`src/rtl/mult_pkg.sv`:
```
// Shared definitions for the multiplier final carry-propagate stage.
//   MULT_W / PROD_W : operand word and full product widths
//   MULT_TAG_W      : default width of the opaque tag
//   mult_tag_t      : tag type at the default width
//   mult_cpa_req_t  : one redundant sum/carry request with its word select and tag
//   mult_sel_word() : picks the low or high word of a product
package mult_pkg;

  localparam int unsigned MULT_W     = 32;
  localparam int unsigned PROD_W     = 64;
  localparam int unsigned MULT_TAG_W = 4;

  typedef logic [MULT_TAG_W-1:0] mult_tag_t;

  typedef struct packed {
    logic [PROD_W-1:0] sum;
    logic [PROD_W-1:0] carry;
    logic              high_sel;
    mult_tag_t         tag;
  } mult_cpa_req_t;

  function automatic logic [MULT_W-1:0] mult_sel_word(input logic [PROD_W-1:0] prod,
                                                      input logic              high_sel);
    return high_sel ? prod[PROD_W-1:MULT_W] : prod[MULT_W-1:0];
  endfunction

endpackage

```
`src/rtl/mult_cpa_half.sv`:
```
// 32-bit carry-propagate adder slice with carry-in and carry-out.
//   a_i, b_i : addends
//   c_i      : carry in (weight 2^0)
//   s_o      : sum word
//   c_o      : carry out (weight 2^MULT_W)
module mult_cpa_half
  import mult_pkg::*;
(
  input  logic [MULT_W-1:0] a_i,
  input  logic [MULT_W-1:0] b_i,
  input  logic              c_i,
  output logic [MULT_W-1:0] s_o,
  output logic              c_o
);

  logic [MULT_W:0] sum_w;

  assign sum_w = {1'b0, a_i} + {1'b0, b_i} + {{MULT_W{1'b0}}, c_i};
  assign s_o   = sum_w[MULT_W-1:0];
  assign c_o   = sum_w[MULT_W];

endmodule

```
`src/rtl/mult_final_cpa.sv`:
```
// Final carry-propagate stage of the one-cycle 32x32 multiplier. Resolves the redundant
// sum/carry pair of the last compressor level into a 64-bit product and returns the low or
// high word through a valid/ready pipeline with tag passthrough and flush.
//
// Build option: define MULT_CPA_SPLIT_EN for a two-stage adder (low half, then high half plus
// the registered c32); latency 2, two ops in flight. Default is a single registered 64-bit add
// with latency 1.
//
// Ports:
//   clk, rst                : clock, asynchronous active-high reset
//   flush                   : synchronous kill of every in-flight op (beats a same-cycle accept)
//   in_valid/in_ready       : request handshake
//   in_sum, in_carry        : redundant pair; carry bit i has weight 2^(i+1), bit 63 is dropped
//   in_high_sel, in_tag     : word select and opaque tag
//   out_valid/out_ready     : result handshake
//   out_result, out_prod    : selected word and full product
//   out_tag                 : tag travelling with the result
module mult_final_cpa
  import mult_pkg::*;
#(
  parameter int unsigned TAG_W = MULT_TAG_W
) (
  input  logic              clk,
  input  logic              rst,
  input  logic              flush,
  input  logic              in_valid,
  output logic              in_ready,
  input  logic [PROD_W-1:0] in_sum,
  input  logic [PROD_W-1:0] in_carry,
  input  logic              in_high_sel,
  input  logic [TAG_W-1:0]  in_tag,
  output logic              out_valid,
  input  logic              out_ready,
  output logic [MULT_W-1:0] out_result,
  output logic [PROD_W-1:0] out_prod,
  output logic [TAG_W-1:0]  out_tag
);

  logic              in_fire;
  logic [MULT_W-1:0] lo_sum;
  logic              lo_cout;
  logic [MULT_W-1:0] hi_sum;
  logic              hi_cout;

  logic [PROD_W-1:0] prod_q;
  logic              high_q;
  logic [TAG_W-1:0]  tag_q;

  // Carry vector is pre-shifted by one: low slice sees {carry[30:0],0}, high slice carry[62:31].
  mult_cpa_half u_lo (
    .a_i (in_sum[MULT_W-1:0]),
    .b_i ({in_carry[MULT_W-2:0], 1'b0}),
    .c_i (1'b0),
    .s_o (lo_sum),
    .c_o (lo_cout)
  );

`ifdef MULT_CPA_SPLIT_EN

  logic              v0_q;
  logic              v1_q;
  logic [MULT_W-1:0] lo_q;
  logic              c32_q;
  logic [MULT_W-1:0] hs_q;
  logic [MULT_W-1:0] hc_q;
  logic              high0_q;
  logic [TAG_W-1:0]  tag0_q;
  logic              s1_ready;
  logic              s0_adv;

  mult_cpa_half u_hi (
    .a_i (hs_q),
    .b_i (hc_q),
    .c_i (c32_q),
    .s_o (hi_sum),
    .c_o (hi_cout)
  );

  assign s1_ready = !v1_q || out_ready;
  assign s0_adv   = v0_q && s1_ready;
  assign in_ready = !v0_q || s1_ready;
  assign in_fire  = in_valid && in_ready && !flush;

  always_ff @(posedge clk or posedge rst) begin
    if (rst) begin
      v0_q <= 1'b0;
      v1_q <= 1'b0;
    end else if (flush) begin
      v0_q <= 1'b0;
      v1_q <= 1'b0;
    end else begin
      if (in_ready) v0_q <= in_valid;
      if (s1_ready) v1_q <= v0_q;
    end
  end

  always_ff @(posedge clk or posedge rst) begin
    if (rst) begin
      lo_q    <= '0;
      c32_q   <= 1'b0;
      hs_q    <= '0;
      hc_q    <= '0;
      high0_q <= 1'b0;
      tag0_q  <= '0;
    end else if (in_fire) begin
      lo_q    <= lo_sum;
      c32_q   <= lo_cout;
      hs_q    <= in_sum[PROD_W-1:MULT_W];
      hc_q    <= in_carry[PROD_W-2:MULT_W-1];
      high0_q <= in_high_sel;
      tag0_q  <= in_tag;
    end
  end

  always_ff @(posedge clk or posedge rst) begin
    if (rst) begin
      prod_q <= '0;
      high_q <= 1'b0;
      tag_q  <= '0;
    end else if (s0_adv && !flush) begin
      prod_q <= {hi_sum, lo_q};
      high_q <= high0_q;
      tag_q  <= tag0_q;
    end
  end

  assign out_valid = v1_q;

`else

  logic v_q;

  mult_cpa_half u_hi (
    .a_i (in_sum[PROD_W-1:MULT_W]),
    .b_i (in_carry[PROD_W-2:MULT_W-1]),
    .c_i (lo_cout),
    .s_o (hi_sum),
    .c_o (hi_cout)
  );

  assign in_ready = !v_q || out_ready;
  assign in_fire  = in_valid && in_ready && !flush;

  always_ff @(posedge clk or posedge rst) begin
    if (rst) begin
      v_q <= 1'b0;
    end else if (flush) begin
      v_q <= 1'b0;
    end else if (in_ready) begin
      v_q <= in_valid;
    end
  end

  always_ff @(posedge clk or posedge rst) begin
    if (rst) begin
      prod_q <= '0;
      high_q <= 1'b0;
      tag_q  <= '0;
    end else if (in_fire) begin
      prod_q <= {hi_sum, lo_sum};
      high_q <= in_high_sel;
      tag_q  <= in_tag;
    end
  end

  assign out_valid = v_q;

`endif

  assign out_prod   = prod_q;
  assign out_tag    = tag_q;
  assign out_result = mult_sel_word(prod_q, high_q);

  // The product is taken mod 2^64: the top carry bit and the final carry-out are discarded.
  logic unused_bits;
  assign unused_bits = ^{in_carry[PROD_W-1], hi_cout};

endmodule

```
`config.mk`:
```
export PLATFORM = sky130hd
export DESIGN_NAME = mult_final_cpa
export DESIGN_NICKNAME = d
export VERILOG_FILES = /design/src/rtl/mult_pkg.sv /design/src/rtl/mult_cpa_half.sv /design/src/rtl/mult_final_cpa.sv
export SDC_FILE = /design/constraint.sdc
export NUM_CORES = 1
export LEC_CHECK = 0
export CORE_ASPECT_RATIO = 0.9
export CORE_MARGIN = 2
export CORE_UTILIZATION = 45
export DETAILED_ROUTE_END_ITERATION = 10
export GPL_TIMING_DRIVEN = 0
export PLACE_DENSITY = 0.82
export SYNTH_ARGS = -nofsm -noshare
export SYNTH_HDL_FRONTEND = slang
export SYNTH_SLANG_ARGS = --single-unit
```
`constraint.sdc`:
```
create_clock -name clk -period 3.14 [get_ports clk]
set_clock_uncertainty 0.2 [all_clocks]
set_input_delay 0.628 -clock clk [delete_from_list [all_inputs] [get_ports clk]]
set_output_delay 0.628 -clock clk [all_outputs]
set_load 0.05 [all_outputs]
```
==> results of run 1 <==
-- layer usage --
| metal | part of all wire | wire [um] | up-vias | track usage |
|---|---|---|---|---|
| met5 | 0 | 0 | - | 0 |
| met4 | 0.024 | 570 | 0 | 0.0894 |
| met3 | 0.098 | 2290 | 45 | 0.0675 |
| met2 | 0.47 | 11100 | 392 | 0.519 |
| met1 | 0.40 | 9460 | 3299 | 0.392 |
| li1 | - | - | 3259 | - |
-- timing repair --
item                                    CTS  global route
resized for setup                       160            64
gates cloned                              0             0
pin swaps                                48            48
buffers inserted                         24            16
endpoints found under the setup margin   68            45
-- area by class of cell --
cell class | instances | area [sq um] | share of cell area
diodes | 2 | 5.00 | 0.000501
plain buffers | 26 | 108 | 0.0108
clock buffers | 12 | 256 | 0.0257
clock inverters | 4 | 45.0 | 0.00451
inverters | 15 | 58.8 | 0.00589
multi-input cells | 628 | 4920 | 0.492
flip-flops and latches | 70 | 1750 | 0.175
well taps | 168 | 210 | 0.0210
repair buffers | 277 | 2640 | 0.264
-- per-stage QoR --
step	TNS [ps]	std cells	power, mW	utilization	hold slack, ps
final	-36940	1202	5.76	0.745	277
after global placement	-116370	1152	4.50	0.660	258
after CTS	-33190	1189	5.66	0.724	277
after global routing	-40010	1201	6.00	0.745	310
after floorplan	-25600	746	3.37	-	494
after detailed placement	-67050	1152	4.54	0.661	263
-- cell usage in the layout, fill, tap and decap left out, types with 8 or more instances in the layout --
cell,instances
sky130_fd_sc_hd__dlymetal6s2s_1,13
sky130_fd_sc_hd__nand4_1,16
sky130_fd_sc_hd__clkbuf_16,9
sky130_fd_sc_hd__clkdlybuf4s50_1,167
sky130_fd_sc_hd__nand2_1,122
sky130_fd_sc_hd__ha_1,37
sky130_fd_sc_hd__ha_4,20
sky130_fd_sc_hd__a21oi_1,51
sky130_fd_sc_hd__nor2_1,31
sky130_fd_sc_hd__xnor2_1,25
sky130_fd_sc_hd__xor2_1,24
sky130_fd_sc_hd__nand3_1,14
sky130_fd_sc_hd__a21o_1,29
sky130_fd_sc_hd__dlygate4sd2_1,50
sky130_fd_sc_hd__o21ai_1,22
sky130_fd_sc_hd__mux2_2,33
sky130_fd_sc_hd__dfrtp_1,70
sky130_fd_sc_hd__o21ai_0,55
sky130_fd_sc_hd__buf_4,34
sky130_fd_sc_hd__clkbuf_1,20
sky130_fd_sc_hd__inv_1,14
sky130_fd_sc_hd__a21oi_2,10
sky130_fd_sc_hd__o21bai_1,8
-- Yosys cell counts, types with 2 or more instances --
library cell,instances,area [sq um]
sky130_fd_sc_hd__nand2b_1,3,18.8
sky130_fd_sc_hd__fa_1,2,40.0
sky130_fd_sc_hd__a31oi_1,7,43.8
sky130_fd_sc_hd__and3_1,6,37.5
sky130_fd_sc_hd__a211o_2,2,20.0
sky130_fd_sc_hd__o31ai_1,4,30.0
sky130_fd_sc_hd__nor3_1,8,40.0
sky130_fd_sc_hd__a2111oi_0,2,17.5
sky130_fd_sc_hd__clkbuf_1,30,113
sky130_fd_sc_hd__o21ai_1,4,20.0
sky130_fd_sc_hd__o311ai_0,2,17.5
sky130_fd_sc_hd__or4_1,2,15.0
sky130_fd_sc_hd__ha_1,61,763
sky130_fd_sc_hd__nor2_1,32,120
sky130_fd_sc_hd__xor2_1,25,219
sky130_fd_sc_hd__inv_1,15,56.3
sky130_fd_sc_hd__nor4_1,2,12.5
sky130_fd_sc_hd__xnor2_1,30,263
sky130_fd_sc_hd__mux2_2,33,372
sky130_fd_sc_hd__o21ai_0,83,415
sky130_fd_sc_hd__a21o_1,29,218
sky130_fd_sc_hd__nand3_1,14,70.1
sky130_fd_sc_hd__o21bai_1,9,67.6
sky130_fd_sc_hd__nor2b_1,8,50.1
sky130_fd_sc_hd__a211oi_2,2,25.0
sky130_fd_sc_hd__o21ai_2,2,17.5
sky130_fd_sc_hd__o21a_1,8,60.1
sky130_fd_sc_hd__nand2_1,131,492
sky130_fd_sc_hd__a21oi_1,66,330
sky130_fd_sc_hd__nand4_1,16,100
sky130_fd_sc_hd__a211oi_1,3,22.5
sky130_fd_sc_hd__nor3b_1,3,22.5
sky130_fd_sc_hd__buf_2,2,10.0
sky130_fd_sc_hd__dfrtp_1,70,1750
sky130_fd_sc_hd__o211ai_1,6,45.0
-- sequential cells by signal, indices dropped and copies added (netlist names) --
| signal | cells |
|---|---|
| out_prod | 64 |
| out_tag | 4 |
| high_q | 1 |
| out_valid | 1 |
-- critical path, delay by kind of cell --
| family | cells | cell delay [ps] |
|---|---|---|
| fa+ha+maj | 2 | 680 |
| simple gates | 3 | 360 |
| compound gates | 12 | 2580 |
| xor+xnor | 1 | 290 |
| buf+inv | 2 | 240 |
-- how the worst max path moves through the flow --
stage	from	end	slack (ps)	cells past startpoint
3_5_place_dp	in_sum[13]	out_prod[58]	-2630	19
4_1_cts	in_carry[3]	out_prod[58]	-1580	20
2_1_floorplan	in_sum[4]	out_prod[58]	-1280	18
3_3_place_gp	in_sum[13]	out_prod[58]	-2560	19
5_1_grt	in_carry[9]	out_prod[58]	-1710	20
6_report	in_sum[4]	out_prod[60]	-1650	20
-- power by group --
| group | switching [mW] | internal (mW) | leakage, nW |
|---|---|---|---|
| sequential | 0.225 | 1.11 | 0.866 |
| combinational | 2.15 | 1.23 | 3.41 |
| clock | 0.394 | 0.655 | 0.152 |
-- cell families after synthesis --
kind of cell	count (synthesis)	synth area share
flops	70	0.282
fa+ha+maj	63	0.129
buf+inv	48	0.0294
simple gates	231	0.167
compound gates	245	0.252
mux	34	0.0615
xor+xnor	55	0.0776
==> load_flow_metrics.sql, run 1 <==
INSERT INTO impl_metrics (metric_group, metric, value, unit) VALUES
('clock_network', 'clk-insertion-delay-late', '330', 'ps'),
('global_route', 'pin_count_of_the_biggest_net_entering_global_routing', '71', ''),
('finish', 'number_of_fillers_in_the_final_layout', '969', ''),
('timing', 'final_critical_path_setup_slack', '-1650', 'ps'),
('hold_path', 'worstHoldPathType', 'reg -> reg', ''),
('logic_synthesis', 'ys_seq_area_frac', '0.282', ''),
('logic_synthesis', 'synth_area_per_cell', '8.32', 'sq um'),
('logic_synthesis', 'synth_cells', '746', ''),
('global_route', 'grt_pass1_wl', '34800', 'um'),
('hold_path', 'hold_path_end', 'out_tag[0]', ''),
('floorplanning', 'rows', '40', ''),
('finish', 'area_growth', '61.0', '%'),
('setup_path', 'cp.required', '3140', 'ps'),
('placement', 'dp_slack', '-2630', 'ps'),
('setup_path', 'cpPeakStageDelay', '440', 'ps'),
('logic_synthesis', 'number_of_synthesized_register_bits', '70', ''),
('finish', 'drive_gt1_frac', '0.193', ''),
('timing', 'fmax', '0.209', 'GHz'),
('clock_network', 'clock_tree.buffer_depth', '2', ''),
('floorplanning', 'floorplan.core_area', '13400', 'sq um'),
('logic_synthesis', 'postSynth.topFlopCell', 'sky130_fd_sc_hd__dfrtp_1', ''),
('hold_path', 'holdCritStartpoint', 'out_tag[0]', ''),
('route', 'detail_route.vias_per_cell', '5.82', ''),
('timing', 'timing_worst_slew_pin_value', '1440', 'ps'),
('finish', 'nNetsFinal', '1228', ''),
('route', 'route.detailed.wl_per_inst', '19.5', 'um'),
('placement', 'dp_hpwl', '17100', 'um'),
('outcome', 'outcome', 'finished, violations left', ''),
('clock_network', 'cts_tree', 'yes', ''),
('setup_path', 'critPathMostFrequentCell', 'sky130_fd_sc_hd__o21ai_2', ''),
('power', 'cellPowerDensity', '576', 'nW/um^2'),
('route', 'vias', '6995', ''),
('logic_synthesis', 'postSynthNetCount', '947', ''),
('outcome', 'violations_in_the_final_reports', 'setup timing', ''),
('finish', 'final_cell_area', '9990', 'sq um'),
('route', 'drt_pass1_iterations', '5', ''),
('flow_run', 'reported_max_cap_violation_count', '0', ''),
('logic_synthesis', 'synth-edff-count', '0', ''),
('clock_network', 'numClockSinks', '70', ''),
('placement', 'gpl.final_weighted_congestion', '0.942', ''),
('timing', 'timing.final.crit_share', '1.53', ''),
('power', 'p_leak', '4.42', 'nW'),
('logic_synthesis', 'synth.lib_cells_used.distinct', '59', ''),
('floorplanning', 'initial_core_util', '0.463', ''),
('setup_path', 'worst-setup-path-type', 'in -> reg', ''),
('floorplanning', 'number_of_top_level_pins', '240', ''),
('timing', 'final_setup_violations', '33', ''),
('clock_network', 'root_buffer', 'sky130_fd_sc_hd__clkbuf_16', ''),
('clock_network', 'clk_pin_slew_worst_paths', '60', 'ps'),
('hold_path', 'instance_count_along_the_most_critical_hold_path', '2', ''),
('floorplanning', 'floorplan.die.width', '128', 'um'),
('floorplanning', 'dieHeight', '115', 'um'),
('global_route', 'first_global_vias', '6533', ''),
('setup_path', 'crit_slowest_cell', 'sky130_fd_sc_hd__fa_2', ''),
('setup_path', 'r2r_end', 'out_prod[24]', ''),
('route', 'detailedRoute.firstIterationViolations', '617', ''),
('route', 'post-route-drc-count', '0', ''),
('setup_path', 'worst_ep_arrival_time', '4790', 'ps'),
('global_route', 'grt_use_total', '0.305', ''),
('floorplanning', 'floorplan.die_area', '14700', 'sq um'),
('power', 'ir_worst_vdd', '0.358', 'mV'),
('clock_network', 'htree_num_levels', '3', ''),
('setup_path', 'worstPathMaxFanout', '3', ''),
('timing', 'unrepaired_setup_endpoints_after_global_routing', 'true', ''),
('route', 'finalWirelength', '23400', 'um'),
('global_route', 'number_of_antenna_violations_at_the_first_check_in_global_routing', '1', ''),
('timing', 'slew-limit-headroom', '0.0353', ''),
('setup_path', 'worstRegToRegCells', '5', ''),
('setup_path', 'setup.worst_path.end_class', 'register', ''),
('logic_synthesis', 'cell_area_after_technology_mapping', '6200', 'sq um'),
('global_route', 'global_route.overflow_total', '0', '');
Power figures use the tool's default switching activity.
==> run 2, diff against run 1 <==
- CORE_MARGIN: 2 -> 1
==> run 2 against run 1 <==
Net effect: the flow still finishes with violations (setup timing); cell count up 0.83%; largest power group unchanged; highest routed layer unchanged; fmax down 1.8%; sequential share of layout area down 0.26 points.
==> load_flow_metrics.sql, run 2 (synthesized netlist as in run 1, its figures left out) <==
INSERT INTO impl_metrics (metric_group, metric, value, unit) VALUES
('outcome', 'outcome', 'finished, violations left', ''),
('outcome', 'violations_in_the_final_reports', 'setup timing', ''),
('clock_network', 'cts_made_buffers', '9', ''),
('clock_network', 'quantity_of_hold_fixing_buffers_added_after_cts', '0', ''),
('global_route', 'grt_use_total', '0.320', ''),
('setup_path', 'worst_ep_arrival_time', '4880', 'ps'),
('power', 'total_power', '5.68', 'mW'),
('placement', 'place.port_buffers', '238', ''),
('setup_path', 'setup.worst_path.end_class', 'register', ''),
('global_route', 'first_global_vias', '6712', ''),
('clock_network', 'clk-insertion-delay-late', '330', 'ps'),
('timing', 'unrepaired_setup_endpoints_after_global_routing', 'true', ''),
('hold_path', 'worstHoldPathType', 'reg -> reg', ''),
('finish', 'nNetsFinal', '1242', ''),
('finish', 'largest_reg_flops', '64', ''),
('power', 'p_leak', '4.51', 'nW'),
('power', 'p_comb_frac', '0.605', ''),
('finish', 'layout.cells.most_common', 'sky130_fd_sc_hd__clkdlybuf4s50_1', ''),
('route', 'detailedRoute.firstIterationViolations', '607', ''),
('timing', 'timing.final.hold_violations', '0', ''),
('placement', 'dp_slack', '-2590', 'ps'),
('placement', 'gpl.final_weighted_congestion', '0.913', ''),
('clock_network', 'numClockSinks', '70', ''),
('global_route', 'global_route.overflow_total', '0', ''),
('setup_path', 'worstPathMaxFanout', '3', ''),
('finish', 'antenna-diode-count', '0', ''),
('placement', 'dpl_cell_area', '8860', 'sq um'),
('setup_path', 'setup.worst_path.start_class', 'input pin', ''),
('clock_network', 'root_buffer', 'sky130_fd_sc_hd__clkbuf_16', ''),
('floorplanning', 'dieHeight', '113', 'um'),
('clock_network', 'htree_num_levels', '3', ''),
('setup_path', 'source_of_the_worst_register_to_register_timing_path', 'out_valid', ''),
('finish', 'area_growth', '63.5', '%'),
('route', 'detail_route.vias_per_cell', '5.83', ''),
('clock_network', 'cts_tree', 'yes', ''),
('setup_path', 'worstRegToRegCells', '7', ''),
('floorplanning', 'number_of_top_level_pins', '240', ''),
('clock_network', 'clk_pin_slew_worst_paths', '50', 'ps'),
('global_route', 'number_of_antenna_violations_at_the_first_check_in_global_routing', '0', ''),
('timing', 'final_critical_path_setup_slack', '-1740', 'ps'),
('power', 'ir_worst_vdd', '0.358', 'mV'),
('route', 'finalWirelength', '23300', 'um'),
('timing', 'timing_worst_slew_pin_value', '911', 'ps'),
('power', 'switching_share', '0.484', ''),
('floorplanning', 'floorplan.die_area', '14300', 'sq um'),
('hold_path', 'instance_count_along_the_most_critical_hold_path', '2', ''),
('setup_path', 'worst-setup-path-type', 'in -> reg', ''),
('floorplanning', 'rows', '40', ''),
('flow_run', 'reported_max_cap_violation_count', '0', ''),
('route', 'post-route-drc-count', '0', ''),
('route', 'drt_pass1_iterations', '5', ''),
('power', 'cell_internal_power', '2.93', 'mW'),
('setup_path', 'worstSetupStartpoint', 'in_sum[4]', ''),
('timing', 'fmax', '0.205', 'GHz'),
('finish', 'postLayoutCoreUtil', '0.756', ''),
('route', 'drt.antenna.violating_nets', '0', ''),
('clock_network', 'clock_tree.buffer_depth', '2', ''),
('timing', 'final_setup_violations', '31', ''),
('floorplanning', 'floorplan.die.width', '126', 'um'),
('power', 'cellPowerDensity', '560', 'nW/um^2'),
('timing', 'finalCriticalPeriod', '4880', 'ps'),
('power', 'sw_pwr', '2.75', 'mW'),
('global_route', 'grt_pass1_wl', '35400', 'um'),
('timing', 'slew-limit-headroom', '0.393', ''),
('floorplanning', 'floorplan.core_area', '13400', 'sq um'),
('setup_path', 'cp.required', '3140', 'ps'),
('finish', 'layout_common_cells', 'sky130_fd_sc_hd__clkdlybuf4s50_1 (166), sky130_fd_sc_hd__nand2_1 (123), sky130_fd_sc_hd__dfrtp_1 (70), sky130_fd_sc_hd__o21ai_0 (54)', ''),
('timing', 'timing.final.crit_share', '1.55', ''),
('power', 'power.clock.fraction', '0.161', ''),
('hold_path', 'holdCritStartpoint', 'out_tag[0]', ''),
('finish', 'drive_gt1_frac', '0.210', ''),
('global_route', 'pin_count_of_the_biggest_net_entering_global_routing', '71', ''),
('route', 'vias', '7070', ''),
('power', 'p_seq_frac', '0.235', ''),
('timing', 'timing.final.max_slew_violations', '0', ''),
('floorplanning', 'initial_core_util', '0.463', ''),
('route', 'route.detailed.wl_per_inst', '19.3', 'um'),
('placement', 'dp_hpwl', '16900', 'um'),
('finish', 'final_cell_area', '10100', 'sq um');
run 2: cell types whose count changed in the layout (fill, tap and decap cells not counted), sizes merged:
cell           before  now
buf                48   63
bufinv              1    0
clkdlybuf4s15       0    1
clkdlybuf4s50     167  166
clkinv              3    2
diode               2    0
dlygate4sd2        50   51
dlymetal6s2s       13   11
run 2: timing repair:
action | CTS | global route
gates resized for setup | 180 | 67
setup buffers | 41 | 15
pin swaps | 55 | 55
setup endpoints to repair | 67 | 38
run 2: worst paths after layout:
kind                           endpoint  slack, ps
min in group asynchronous  out_prod[34]        650
max reg2reg                out_prod[30]        510
max in group asynchronous  out_prod[15]       1500
max                        out_prod[60]      -1740
min reg2reg                  out_tag[0]        280
min                          out_tag[0]        280
run 2: layout make-up:
type / instances / area [sq um]
clock buffer: 12 / 246
sequential: 70 / 1750
tap: 168 / 210
inverter: 15 / 58.8
timing repair buffer: 291 / 2760
buffer: 26 / 106
clock inverter: 2 / 10.0
multi-input combinational: 628 / 5000
fill: 955 / 3270
run 2: worst max-delay path, cell delays in order:
cell,delay (ps)
sky130_fd_sc_hd__buf_6,100
sky130_fd_sc_hd__ha_4,230
sky130_fd_sc_hd__a21o_1,180
sky130_fd_sc_hd__a21o_1,180
sky130_fd_sc_hd__o21a_2,230
sky130_fd_sc_hd__and3_4,160
sky130_fd_sc_hd__o21ai_4,140
sky130_fd_sc_hd__o311a_1,260
sky130_fd_sc_hd__o21ai_2,80
sky130_fd_sc_hd__a21o_1,180
sky130_fd_sc_hd__fa_2,450
sky130_fd_sc_hd__a211o_4,380
sky130_fd_sc_hd__a211oi_4,280
sky130_fd_sc_hd__buf_4,160
sky130_fd_sc_hd__o21ai_4,60
sky130_fd_sc_hd__o41ai_4,430
sky130_fd_sc_hd__o21ai_2,140
sky130_fd_sc_hd__a311oi_2,270
sky130_fd_sc_hd__xor2_1,240
sky130_fd_sc_hd__o21ai_1,90
run 2: power by group through the flow:
stage | sequential [mW] | clock (mW) | combinational, mW
after floorplan | 1.97 | 0 | 1.40
after CTS | 1.33 | 0.921 | 3.31
after global routing | 1.35 | 0.961 | 3.59
after global placement | 1.34 | 0 | 3.15
final | 1.33 | 0.912 | 3.43
after detailed placement | 1.34 | 0 | 3.19
run 2: metrics by stage:
| stage | TNS [ps] | hold slack, ps | cells |
|---|---|---|---|
| floorplan | -25600 | 494 | 746 |
| global route | -42340 | 303 | 1212 |
| global placement | -114770 | 261 | 1152 |
| CTS | -35840 | 284 | 1203 |
| detailed placement | -65850 | 271 | 1152 |
| finish | -39440 | 282 | 1212 |
run 2: routing by layer:
layer / track usage / wire length [um]
met5: 0 / 0
met1: 0.418 / 9940
met4: 0.110 / 657
met3: 0.0591 / 1730
met2: 0.536 / 11000
==> run 3, diff against run 2 <==
- CAP_MARGIN: unset -> 30
==> run 3 against run 2 <==
Net effect: the run still ends with setup timing left; design area grew 0.78%; critical path depth is the same; wire length grew 2.2%; clock power grew 17%; cell count is essentially flat; sequential cell count is the same; setup slack gained 130 ps; first-iteration DRC count grew 27%; global-route usage grew 0.14 points; register-to-register slack is essentially flat; critical path type unchanged; largest power group unchanged.
==> load_flow_metrics.sql, run 3 (synthesized netlist as in run 1, its figures left out) <==
INSERT INTO impl_metrics (metric_group, metric, value, unit) VALUES
('finish', 'area_growth', '64.8', '%'),
('floorplanning', 'floorplan.core_area', '13400', 'sq um'),
('clock_network', 'clk-insertion-delay-late', '340', 'ps'),
('timing', 'timing_worst_slew_pin_value', '916', 'ps'),
('setup_path', 'cp.required', '3140', 'ps'),
('clock_network', 'quantity_of_hold_fixing_buffers_added_after_cts', '0', ''),
('timing', 'slew-limit-headroom', '0.389', ''),
('timing', 'timing.final.crit_share', '1.51', ''),
('placement', 'place.port_buffers', '238', ''),
('timing', 'timing.final.max_slew_violations', '0', ''),
('setup_path', 'worstPathMaxFanout', '2', ''),
('setup_path', 'setup.worst_path.end_class', 'register', ''),
('timing', 'unrepaired_setup_endpoints_after_global_routing', 'true', ''),
('floorplanning', 'number_of_top_level_pins', '240', ''),
('timing', 'timing.final.hold_violations', '0', ''),
('global_route', 'global_route.overflow_total', '0', ''),
('route', 'route.detailed.wl_per_inst', '19.7', 'um'),
('route', 'post-route-drc-count', '0', ''),
('setup_path', 'worst_ep_arrival_time', '4750', 'ps'),
('route', 'detailedRoute.firstIterationViolations', '772', ''),
('hold_path', 'worstHoldPathType', 'reg -> reg', ''),
('timing', 'totalNegativeSetupSlack', '-36920', 'ps'),
('finish', 'nNetsFinal', '1240', ''),
('clock_network', 'clk_pin_slew_worst_paths', '60', 'ps'),
('finish', 'drive_gt1_frac', '0.212', ''),
('global_route', 'number_of_antenna_violations_at_the_first_check_in_global_routing', '1', ''),
('setup_path', 'worstSetupStartpoint', 'in_sum[2]', ''),
('floorplanning', 'dieHeight', '113', 'um'),
('global_route', 'grt_use_total', '0.321', ''),
('floorplanning', 'initial_core_util', '0.463', ''),
('route', 'detail_route.vias_per_cell', '5.81', ''),
('clock_network', 'root_buffer', 'sky130_fd_sc_hd__clkbuf_16', ''),
('global_route', 'pin_count_of_the_biggest_net_entering_global_routing', '71', ''),
('finish', 'layout_common_cells', 'sky130_fd_sc_hd__clkdlybuf4s50_1 (165), sky130_fd_sc_hd__nand2_1 (121), sky130_fd_sc_hd__dfrtp_1 (70), sky130_fd_sc_hd__o21ai_0 (53), sky130_fd_sc_hd__a21oi_1 (51)', ''),
('timing', 'finalCriticalPeriod', '4750', 'ps'),
('floorplanning', 'rows', '40', ''),
('timing', 'final_critical_path_setup_slack', '-1610', 'ps'),
('finish', 'number_of_fillers_in_the_final_layout', '949', ''),
('placement', 'dp_hpwl', '16900', 'um'),
('timing', 'fmax', '0.210', 'GHz'),
('finish', 'largest_reg_flops', '64', ''),
('floorplanning', 'floorplan.die_area', '14300', 'sq um'),
('power', 'total_power', '5.85', 'mW'),
('flow_run', 'reported_max_cap_violation_count', '0', ''),
('timing', 'final_setup_violations', '36', ''),
('floorplanning', 'floorplan.die.width', '126', 'um'),
('power', 'cellPowerDensity', '572', 'nW/um^2'),
('route', 'drt.antenna.violating_nets', '0', ''),
('clock_network', 'cts_made_buffers', '9', ''),
('placement', 'dp_slack', '-2550', 'ps'),
('power', 'p_leak', '4.52', 'nW'),
('timing', 'final.hold.worst_slack', '286', 'ps'),
('global_route', 'first_global_vias', '6879', ''),
('setup_path', 'source_of_the_worst_register_to_register_timing_path', 'out_valid', ''),
('clock_network', 'numClockSinks', '70', ''),
('outcome', 'outcome', 'finished, violations left', ''),
('clock_network', 'cts_tree', 'yes', ''),
('global_route', 'grt_pass1_wl', '35600', 'um'),
('route', 'vias', '7051', ''),
('route', 'drt_pass1_iterations', '5', ''),
('clock_network', 'htree_num_levels', '3', ''),
('clock_network', 'clock_tree.buffer_depth', '2', ''),
('hold_path', 'holdCritStartpoint', 'out_tag[3]', ''),
('finish', 'layout.cells.most_common', 'sky130_fd_sc_hd__clkdlybuf4s50_1', ''),
('power', 'ir_worst_vdd', '0.324', 'mV'),
('setup_path', 'worst-setup-path-type', 'in -> reg', ''),
('setup_path', 'setup.worst_path.start_class', 'input pin', ''),
('outcome', 'violations_in_the_final_reports', 'setup timing', ''),
('route', 'finalWirelength', '23800', 'um'),
('placement', 'gpl.final_weighted_congestion', '0.913', '');
## run 3: cell count changes in the layout (fill, tap and decap cells not counted), sizes merged
cell and change:
bufinv +1, clkinv +2, dlygate4sd2 -1, clkdlybuf4s15 +6, clkbuf -2, clkdlybuf4s50 -1, diode +1, dlymetal6s2s -2
buf -3
## run 3: worst paths after layout
| path | to | slack, ps | cells past startpoint |
|---|---|---|---|
| max | out_prod[53] | -1610 | 20 |
| min | out_tag[3] | 290 | 2 |
| max reg2reg | out_prod[6] | 500 | 7 |
| min reg2reg | out_tag[3] | 290 | 2 |
| max in group asynchronous | out_tag[3] | 1510 | 2 |
| min in group asynchronous | out_prod[34] | 650 | 2 |
## run 3: cell type report
type	instances	area [sq um]	share of cell area
Antenna cell	1	2.50	0.000245
Buffer	25	105	0.0103
Tap cell	168	210	0.0206
Clock buffer	11	253	0.0247
Clock inverter	5	57.6	0.00563
Timing Repair Buffer	290	2770	0.271
Inverter	15	58.8	0.00575
Multi-Input combinational cell	628	5020	0.491
Sequential cell	70	1750	0.171
## run 3: what timing repair did
item / in CTS / in global routing
endpoints found under the setup margin: 66 / 37
resized for setup: 181 / 73
setup buffers: 31 / 22
pin swaps: 53 / 54
## run 3: critical path, cell delays in order
cell and delay, ps:
sky130_fd_sc_hd__buf_4 130, sky130_fd_sc_hd__ha_4 250, sky130_fd_sc_hd__a21oi_4 180, sky130_fd_sc_hd__nor3b_2 70, sky130_fd_sc_hd__o21a_2 240, sky130_fd_sc_hd__and3_4 160
sky130_fd_sc_hd__o21ai_4 140, sky130_fd_sc_hd__o311a_1 240, sky130_fd_sc_hd__o21ai_2 80, sky130_fd_sc_hd__a21o_1 180, sky130_fd_sc_hd__fa_2 410, sky130_fd_sc_hd__a211o_4 370
sky130_fd_sc_hd__a211oi_4 300, sky130_fd_sc_hd__o211ai_1 250, sky130_fd_sc_hd__a221oi_2 380, sky130_fd_sc_hd__buf_4 200, sky130_fd_sc_hd__o21ai_4 70, sky130_fd_sc_hd__a21o_1 200
sky130_fd_sc_hd__xnor2_2 180, sky130_fd_sc_hd__o21ai_1 90
## run 3: per-stage QoR
step           area, sq um  utilization  cells
5_1_grt              10200        0.762   1212
6_report             10200        0.762   1213
4_1_cts               9830        0.733   1197
3_3_place_gp          8860        0.660   1152
3_5_place_dp          8870        0.661   1153
2_1_floorplan         6270            -    746
## run 3: routing by layer
layer  part of all wire  wire length (um)  GRT usage
met5                  0                 0          0
met1               0.42              9900      0.409
met2               0.47             11300      0.540
met3              0.081              1940     0.0661
met4              0.030               726      0.122
## run 3: power breakdown
part	leakage, nW	internal [mW]	switching [mW]
sequential	0.866	1.11	0.228
clock	0.155	0.658	0.410
combinational	3.50	1.27	2.17
